`src/rtl/crc4_gen.sv`:
```
// Serial CRC-4 generator with valid/ready handshakes.
// Shifts one data bit per clock through a 4-bit LFSR, then holds {data, crc}.
module crc4_gen #(
  parameter int WDATA = 4
) (
  input  logic               i_clk,
  input  logic               i_rst,
  input  logic               i_valid,
  input  logic [WDATA-1:0]   i_data,
  input  logic [3:0]         i_poly,
  output logic               o_ready,
  output logic               o_valid,
  input  logic               i_ready,
  output logic [3:0]         o_crc,
  output logic [WDATA+3:0]   o_code
);

  localparam int CW = $clog2(WDATA) + 1;
  localparam logic [CW-1:0] LAST = CW'(WDATA - 1);

  typedef enum logic [1:0] {
    S_IDLE  = 2'd0,
    S_SHIFT = 2'd1,
    S_DONE  = 2'd2
  } state_t;

  state_t           r_state;
  logic [WDATA-1:0] r_shift;
  logic [WDATA-1:0] r_data;
  logic [3:0]       r_poly;
  logic [3:0]       r_crc;
  logic [CW-1:0]    r_cnt;

  logic             w_fb;
  logic [3:0]       w_next;

  // LFSR feedback: remainder MSB xor the incoming data bit.
  assign w_fb   = r_crc[3] ^ r_shift[WDATA-1];
  assign w_next = {r_crc[2:0], 1'b0} ^ (w_fb ? r_poly : 4'h0);

  // Handshake and result outputs decode only from registered state.
  assign o_ready = (r_state == S_IDLE);
  assign o_valid = (r_state == S_DONE);
  assign o_crc   = r_crc;
  assign o_code  = {r_data, r_crc};

  // Accept, shift one bit per cycle, then hold the result until consumed.
  always_ff @(posedge i_clk) begin
    if (i_rst) begin
      r_state <= S_IDLE;
      r_shift <= '0;
      r_data  <= '0;
      r_poly  <= 4'h0;
      r_crc   <= 4'h0;
      r_cnt   <= '0;
    end else begin
      unique case (r_state)
        S_IDLE: begin
          if (i_valid) begin
            r_shift <= i_data;
            r_data  <= i_data;
            r_poly  <= i_poly;
            r_crc   <= 4'h0;
            r_cnt   <= '0;
            r_state <= S_SHIFT;
          end
        end
        S_SHIFT: begin
          r_crc   <= w_next;
          r_shift <= r_shift << 1;
          r_cnt   <= r_cnt + 1'b1;
          if (r_cnt == LAST) begin
            r_state <= S_DONE;
          end
        end
        S_DONE: begin
          if (i_ready) begin
            r_state <= S_IDLE;
          end
        end
        default: begin
          r_state <= S_IDLE;
        end
      endcase
    end
  end

endmodule

```
`config.mk`:
```
export PLATFORM = sky130hd
export DESIGN_NAME = crc4_gen
export DESIGN_NICKNAME = d
export VERILOG_FILES = /design/src/rtl/crc4_gen.sv
export SDC_FILE = /design/constraint.sdc
export NUM_CORES = 1
export LEC_CHECK = 0
export ABC_AREA = 1
export CAP_MARGIN = 20
export CORE_ASPECT_RATIO = 1.2
export CORE_MARGIN = 2
export CORE_UTILIZATION = 49
export DETAILED_ROUTE_END_ITERATION = 6
export PLACE_DENSITY = 0.87
export SETUP_SLACK_MARGIN = 0.2
export SYNTH_ARGS = -nofsm -noshare
export SYNTH_HDL_FRONTEND = slang
export SYNTH_SLANG_ARGS = --single-unit
export TNS_END_PERCENT = 5
```
`constraint.sdc`:
```
create_clock -name i_clk -period 2.1 [get_ports i_clk]
set_input_delay 0.42 -clock i_clk [delete_from_list [all_inputs] [get_ports i_clk]]
set_output_delay 0.42 -clock i_clk [all_outputs]
set_load 0.02 [all_outputs]
```
==> reports/qor.log, run 1 <==
[setup_path] crit path buf inv count 1
[hold_path] Hold Crit Class flip-flop to flip-flop
[setup_path] start-to-end type of the worst setup path flip-flop to output port
[routing] residual antenna-violating net count after detailed routing 0
[logic_synthesis] synthesized area per cell 7.249 sq um
[global_route] aggregate global-route resource usage 17.44%
[final_layout] layout net count 163
[cts] number of hold buffers added after cts 0
[final_layout] share of cells above drive strength 1 6.081%
[place] detailed placer's ending HPWL 1.366 mm
[pwr] switching power 0.2043 mW
[pwr] Int Power 0.5445 mW
[setup_path] Slowest Stage Delay on Critical Path 630 ps
[logic_synthesis] Post-Synthesis Net Count 140
[final_layout] relative area change from synthesis to final layout 27.81%
[cts] clock transition at the register clock pins on the worst setup and hold paths after CTS 110 ps
[timing] setup repair after global routing missed its margin no
[timing] Final Hold Vio Count 0
[setup_path] Crit. End Element output port
[place] buffers added on ports 25
[logic_synthesis] Distinct cells, synth 17
[pwr] leakage dissipation 0.4912 nW
[global_route] pin count of the biggest net entering global routing 13
[routing] average wire per standard cell 10.74 microns
[cts] deepest level of the CTS H-tree 1
[timing] max frequency 563.6 MHz
[cts] buffer levels on the longest clock path 2
[routing] final wirelength 1.793 mm
[place] GP Congestion 0.7694
[timing] Setup Total Neg Slack 0 ps
[global_route] initial antenna violation count 0
[die] site row count 17
[final_layout] sequential cell area 420.4 sq um
[logic_synthesis] synthesized instance count 126
[setup_path] Worst path slowest cell clkdlybuf4s50_1
[pwr] relative contribution of sequential cells to total power 57.8%
[logic_synthesis] share of the yosys chip area belonging to registers 46.03%
[logic_synthesis] count of synthesis-stage warnings from yosys 0
[pwr] share of total power consumed by net switching 27.28%
[setup_path] data required time of the worst path 1680 ps
[pwr] total power per unit cell area 641.4 mW/mm^2
[setup_path] Worst Path Max Fanout 5
[logic_synthesis] synthesized cell area 913.4 sq um
[pwr] peak supply drop 0.6226 mV
[timing] total count of max-transition violations in the final report 0
[timing] final clock skew 3.208 ps
[setup_path] cell chain of the critical path clkdlybuf4s50_1
[final_layout] antenna fix cells 0
[die] die width 43.41 microns
[pwr] Comb pwr share 15.9%
[die] core area 0.001808 sq mm
[logic_synthesis] Seq cells post-synth 21
[pwr] proportion of power drawn by the clock network 26.3%
[cts] number of CTS-inserted buffers 3
[global_route] number of global-route vias before repair 741
[timing] Max transition margin 56.31%
[cts] CTS Sinks 21
[routing] via/cell ratio 5.120
[run_status] run status complete, no violations
[setup_path] CP delay by family, top buffers and inverters
[die] area of the die 0.002227 sq mm
[timing] final critical-path share of the clock period 84.49%
[setup_path] arrival time at the worst endpoint 1350 ps
[routing] DR pass1 iterations 4
[routing] violation count after the first detailed-routing iteration 13
[routing] Remaining DRCs 0
[global_route] wire length of the first global-routing pass 2.953 mm
[setup_path] type of element launching the critical path flip-flop
[routing] number of vias after detailed routing 855
[die] initial standard-cell utilization of the core 50.52%
[timing] final-report setup violation count 0
[final_layout] Multi-input gate area 376.6 sq um
[pwr] Total Power Consumption 0.7487 mW
[die] chip height 51.30 microns
[run] number of maximum-capacitance constraint violations 0
[final_layout] Filler cells 148
[timing] transition time at the pin with the least slew margin 653.0 ps
[timing] final critical-path required period 1774 ps
[die] io pins 26
[global_route] gr ovfl total 0
[cts] TritonCTS clock tree built
[cts] clk_lat worst skew 310 ps
[cts] CTS root buffer clkbuf_4
-- stage by stage --
step,area [sq um],utilization (%),instances,hold WS (ps),worst slack [ps]
after floorplan,913.4,-,126,439.2,965.3
after global placement,1139,62.98,163,448.4,391.0
after detailed placement,1139,62.98,163,454.0,361.5
after CTS,1165,64.43,167,473.5,242.0
after global routing,1167,64.57,167,499.6,260.2
final,1167,64.57,167,467.3,325.7
-- synth_stat cells --
cell type	instances	share of area, %
buf_6	1	1.2
ha_1	2	2.7
nand2_1	30	12
o21ai_0	4	2.2
or2_0	1	0.69
buf_1	1	0.41
dfxtp_1	21	46
nor2_1	17	7.0
clkbuf_1	1	0.41
buf_4	6	4.9
o21a_1	1	0.82
inv_2	2	0.82
inv_1	12	4.9
a21oi_1	16	8.8
nor2_2	1	0.69
nand3_1	6	3.3
nand4_1	4	2.7
-- state kept, by name (all words and copies together) (netlist names) --
signal and flops:
r_cnt 3, r_shift 4, r_poly 4, o_crc 4
r_data 4, r_state 2
-- area by class of cell --
cell class              instances  share of cell area, %
clock buffers                   3                  1.929
inverters                      14                  4.502
flip-flops and latches         21                  36.01
clock inverters                 1                 0.4287
repair buffers                 27                  22.83
multi-input cells              82                  32.26
well taps                      19                  2.036
-- power by group through the flow --
stage / clock network [mW] / registers (mW) / logic (mW)
detailed placement: 0 / 0.441 / 0.121
finish: 0.197 / 0.433 / 0.119
global route: 0.211 / 0.436 / 0.134
floorplan: 0 / 0.446 / 0.0702
global placement: 0 / 0.441 / 0.117
CTS: 0.203 / 0.432 / 0.122
-- final timing paths --
check                                 end                     from  depth (start not counted)  slack [ps]
setup / recovery                 o_crc[1]    o_crc[1]$_SDFFE_PP0P_                          1         330
hold reg to reg   r_shift[0]$_SDFFE_PP0P_  r_shift[0]$_SDFFE_PP0P_                          2         470
setup reg to reg  r_shift[3]$_SDFFE_PP0P_  r_state[0]$_SDFFE_PP0P_                          5         690
hold / removal    r_shift[0]$_SDFFE_PP0P_  r_shift[0]$_SDFFE_PP0P_                          2         470
-- timing repair --
action                     CTS  global route
resized for setup            1             1
setup endpoints to repair    1             1
cloned                       0             0
setup buffers                0             0
-- worst min-delay path: stages, from the launching register on --
cell     delay (ps)
dfxtp_1         330
nand2_1          60
a21oi_1          50
-- layout by cell type, fill, tap and decap left out --
| master | netlist | layout |
|---|---|---|
| or2_0 | 1 | 1 |
| o21ai_0 | 4 | 4 |
| inv_1 | 12 | 12 |
| nor2_1 | 17 | 17 |
| nand4_1 | 4 | 4 |
| buf_4 | 6 | 2 |
| ha_1 | 2 | 2 |
| inv_2 | 2 | 2 |
| nand2_1 | 30 | 30 |
| clkdlybuf4s50_1 | 0 | 23 |
| a21oi_1 | 16 | 16 |
| clkinv_2 | 0 | 1 |
| clkbuf_4 | 0 | 3 |
| dlygate4sd2_1 | 0 | 1 |
| nor2_2 | 1 | 1 |
| nand3_1 | 6 | 6 |
| dfxtp_1 | 21 | 21 |
| dlymetal6s2s_1 | 0 | 1 |
| o21a_1 | 1 | 1 |
-- layer usage --
metal	global-route usage, %	vias up	wire length, microns
li1	-	439	-
met1	19.65	396	812
met2	32.09	18	895
met3	1.060	2	51
met4	9.091	0	33
met5	0	-	0
-- cell families after synthesis --
kind of cell,Yosys count,share of synthesized area (%)
AND/OR/NAND/NOR,59,26.71
buffers and inverters,23,12.74
AO/OA/AOI/OAI,21,11.78
flip-flops,21,46.03
adder cells (fa/ha/maj),2,2.739
No activity file was read; power rests on OpenSTA's default activity.
==> inputs of run 2 (changes only) <==
CORE_UTILIZATION = 45   (was 49)
PLACE_DENSITY = 0.81   (was 0.87)
clock period = 1.9 ns   (was 2.1 ns; I/O delays follow)
==> run 2 against run 1 <==
  * Non-clock buffer count increased by 2
  * Routed wire length increased by 0.56%
  * Largest cell class unchanged
  * Largest power group unchanged
  * Die area grew 8.1%
  * Global-route usage shrank 0.22 points
  * Register-to-register slack got worse by 40 ps
==> reports/qor.log, run 2 (synthesis results as in run 1) <==
[setup_path] CP delay by family, top buffers and inverters [unchanged]
[global_route] initial antenna violation count 0 [unchanged]
[final_layout] sequential cell area 420.4 sq um [unchanged]
[cts] CTS Sinks 21 [unchanged]
[cts] buffer levels on the longest clock path 2 [unchanged]
[setup_path] data required time of the worst path 1520 ps [was 1680 ps]
[routing] Remaining DRCs 0 [unchanged]
[die] chip height 53.35 microns [was 51.30 microns]
[timing] max frequency 587.3 MHz
[pwr] peak supply drop 0.5066 mV [was 0.6226 mV]
[final_layout] utilization after layout 63.10% [was 64.57%]
[timing] final clock skew 3.715 ps [was 3.208 ps]
[routing] Met2 Wirelength 973 microns [was 895 microns]
[final_layout] Multi-input gate area 376.6 sq um [unchanged]
[global_route] wire length of the first global-routing pass 3.070 mm [was 2.953 mm]
[timing] setup repair after global routing missed its margin yes [was no]
[setup_path] Slowest Stage Delay on Critical Path 620 ps [was 630 ps]
[setup_path] type of element launching the critical path flip-flop [unchanged]
[final_layout] relative area change from synthesis to final layout 29.31% [was 27.81%]
[final_layout] most frequent standard cell in the layout excluding fill and tap cells nand2_1 [unchanged]
[run] number of maximum-capacitance constraint violations 0 [unchanged]
[final_layout] layout net count 165 [was 163]
[cts] deepest level of the CTS H-tree 1 [unchanged]
[hold_path] Hold Crit Class flip-flop to flip-flop [unchanged]
[setup_path] crit path buf inv count 1 [unchanged]
[cts] TritonCTS clock tree built [unchanged]
[place] count of placed standard cells including taps 165 [was 163]
[timing] final-report setup violation count 0 [unchanged]
[timing] total count of max-transition violations in the final report 0 [unchanged]
[place] GP Congestion 0.8005 [was 0.7694]
[setup_path] Worst Path Max Fanout 5 [unchanged]
[setup_path] Crit. End Element output port [unchanged]
[final_layout] post-route cell area 0.001181 sq mm [was 0.001167 sq mm]
[cts] setup repair bufs after CTS 0 [unchanged]
[timing] Final Hold Vio Count 0 [unchanged]
[routing] routed wl met3 79 microns [was 51 microns]
[global_route] pin count of the biggest net entering global routing 17 [was 13]
[routing] number of vias after detailed routing 859 [was 855]
[die] initial standard-cell utilization of the core 48.80% [was 50.52%]
[final_layout] share of cells above drive strength 1 6.667% [was 6.081%]
[global_route] number of global-route vias before repair 760 [was 741]
[die] area of the die 0.002407 sq mm [was 0.002227 sq mm]
[die] io pins 26 [unchanged]
[die] core area 0.001872 sq mm [was 0.001808 sq mm]
[setup_path] arrival time at the worst endpoint 1320 ps [was 1350 ps]
[cts] clock transition at the register clock pins on the worst setup and hold paths after CTS 110 ps [about the same]
[die] site row count 17 [unchanged]
[die] die width 45.13 microns [was 43.41 microns]
[place] area of placed instances 0.001154 sq mm [was 0.001139 sq mm]
[timing] Setup Total Neg Slack 0 ps [unchanged]
[setup_path] start-to-end type of the worst setup path flip-flop to output port [unchanged]
[final_layout] Filler cells 175 [was 148]
[timing] transition time at the pin with the least slew margin 244.9 ps [was 653.0 ps]
[routing] DR pass1 iterations 4 [unchanged]
[cts] number of CTS-inserted buffers 3 [unchanged]
[routing] residual antenna-violating net count after detailed routing 0 [unchanged]
[place] detailed placer's ending HPWL 1.402 mm [was 1.366 mm]
[routing] Met1 Routed Length 722 microns [was 812 microns]
[routing] via/cell ratio 5.083 [was 5.120]
[routing] Max Used Layer met4 [unchanged]
[cts] CTS root buffer clkbuf_4 [unchanged]
[place] buffers added on ports 25 [unchanged]
[final_layout] antenna fix cells 0 [unchanged]
[pwr] total power per unit cell area 697.5 mW/mm^2 [was 641.4 mW/mm^2]
[cts] clk_lat worst skew 300 ps [was 310 ps]
[setup_path] cell chain of the critical path clkdlybuf4s50_1 [unchanged]
[cts] number of hold buffers added after cts 0 [unchanged]
[timing] final critical-path required period 1703 ps
[timing] Max transition margin 83.66% [was 56.31%]
[global_route] aggregate global-route resource usage 17.22% [was 17.44%]
[routing] violation count after the first detailed-routing iteration 15 [was 13]
[final_layout] non-filler instance count after layout 169 [was 167]
[routing] average wire per standard cell 10.67 microns [was 10.74 microns]
[setup_path] Worst path slowest cell clkdlybuf4s50_1 [unchanged]
[global_route] gr ovfl total 0 [unchanged]
[timing] final critical-path share of the clock period 89.62%
[final_layout] top library cells by usage in the layout, fill and taps aside nand2_1 (30), clkdlybuf4s50_1 (23), dfxtp_1 (21) [unchanged]
[run_status] run status complete, no violations [unchanged]
[routing] final wirelength 1.803 mm [was 1.793 mm]
[pwr] leakage dissipation 0.4984 nW [was 0.4912 nW]
[run 2: cell types whose count changed in the layout (fill, tap and decap cells not counted), sizes merged]
cell,previous run,this run
buf,2,4
clkbuf,3,4
clkinv,1,0
[run 2: layer usage]
layer	vias to the layer above	track usage, %
met1	389	19.92
met5	-	0
met3	4	2.048
li1	447	-
met4	0	8.824
met2	19	30.24
[run 2: path summary, 6_finish.rpt]
kind         depth (start not counted)                      to  slack (ps)                     from
min                                  2  r_data[2]$_SDFFE_PP0P_         470   r_data[2]$_SDFFE_PP0P_
min reg2reg                          2  r_data[2]$_SDFFE_PP0P_         470   r_data[2]$_SDFFE_PP0P_
max reg2reg                          6   r_cnt[2]$_SDFFE_PP0P_         650  r_state[0]$_SDFFE_PP0P_
max                                  1                o_crc[3]         200    o_crc[3]$_SDFFE_PP0P_
[run 2: what timing repair did]
action	4_1_cts	5_1_grt
gates resized for setup	1	1
gates cloned	0	0
setup endpoints to repair	10	9
[run 2: stage by stage]
| stage | total power [mW] | hold slack, ps | worst slack [ps] |
|---|---|---|---|
| after floorplan | 0.5700 | 439.2 | 765.3 |
| after global placement | 0.6230 | 456.5 | 361.8 |
| after detailed placement | 0.6274 | 458.6 | 342.0 |
| after CTS | 0.8350 | 475.1 | 77.76 |
| after global routing | 0.8638 | 493.3 | 130.4 |
| final | 0.8239 | 469.0 | 197.2 |
[run 2: final cells by class]
class	instances	area share (%)
multi-input combinational	82	31.89
clock buffer	4	2.225
tap	19	2.013
sequential	21	35.59
timing repair buffer	29	23.83
inverter	14	4.449
[run 2: report_power, final]
group	total, mW	internal [mW]	switching [mW]
combinational	0.138	0.0643	0.0733
clock	0.207	0.0817	0.126
sequential	0.479	0.464	0.0150
total	0.824	0.610	0.214
==> inputs of run 3 (changes only) <==
SLEW_MARGIN = 20   (was unset)
==> results of run 3 <==
The final DEF is identical to that of run 2; final timing and power are the same.
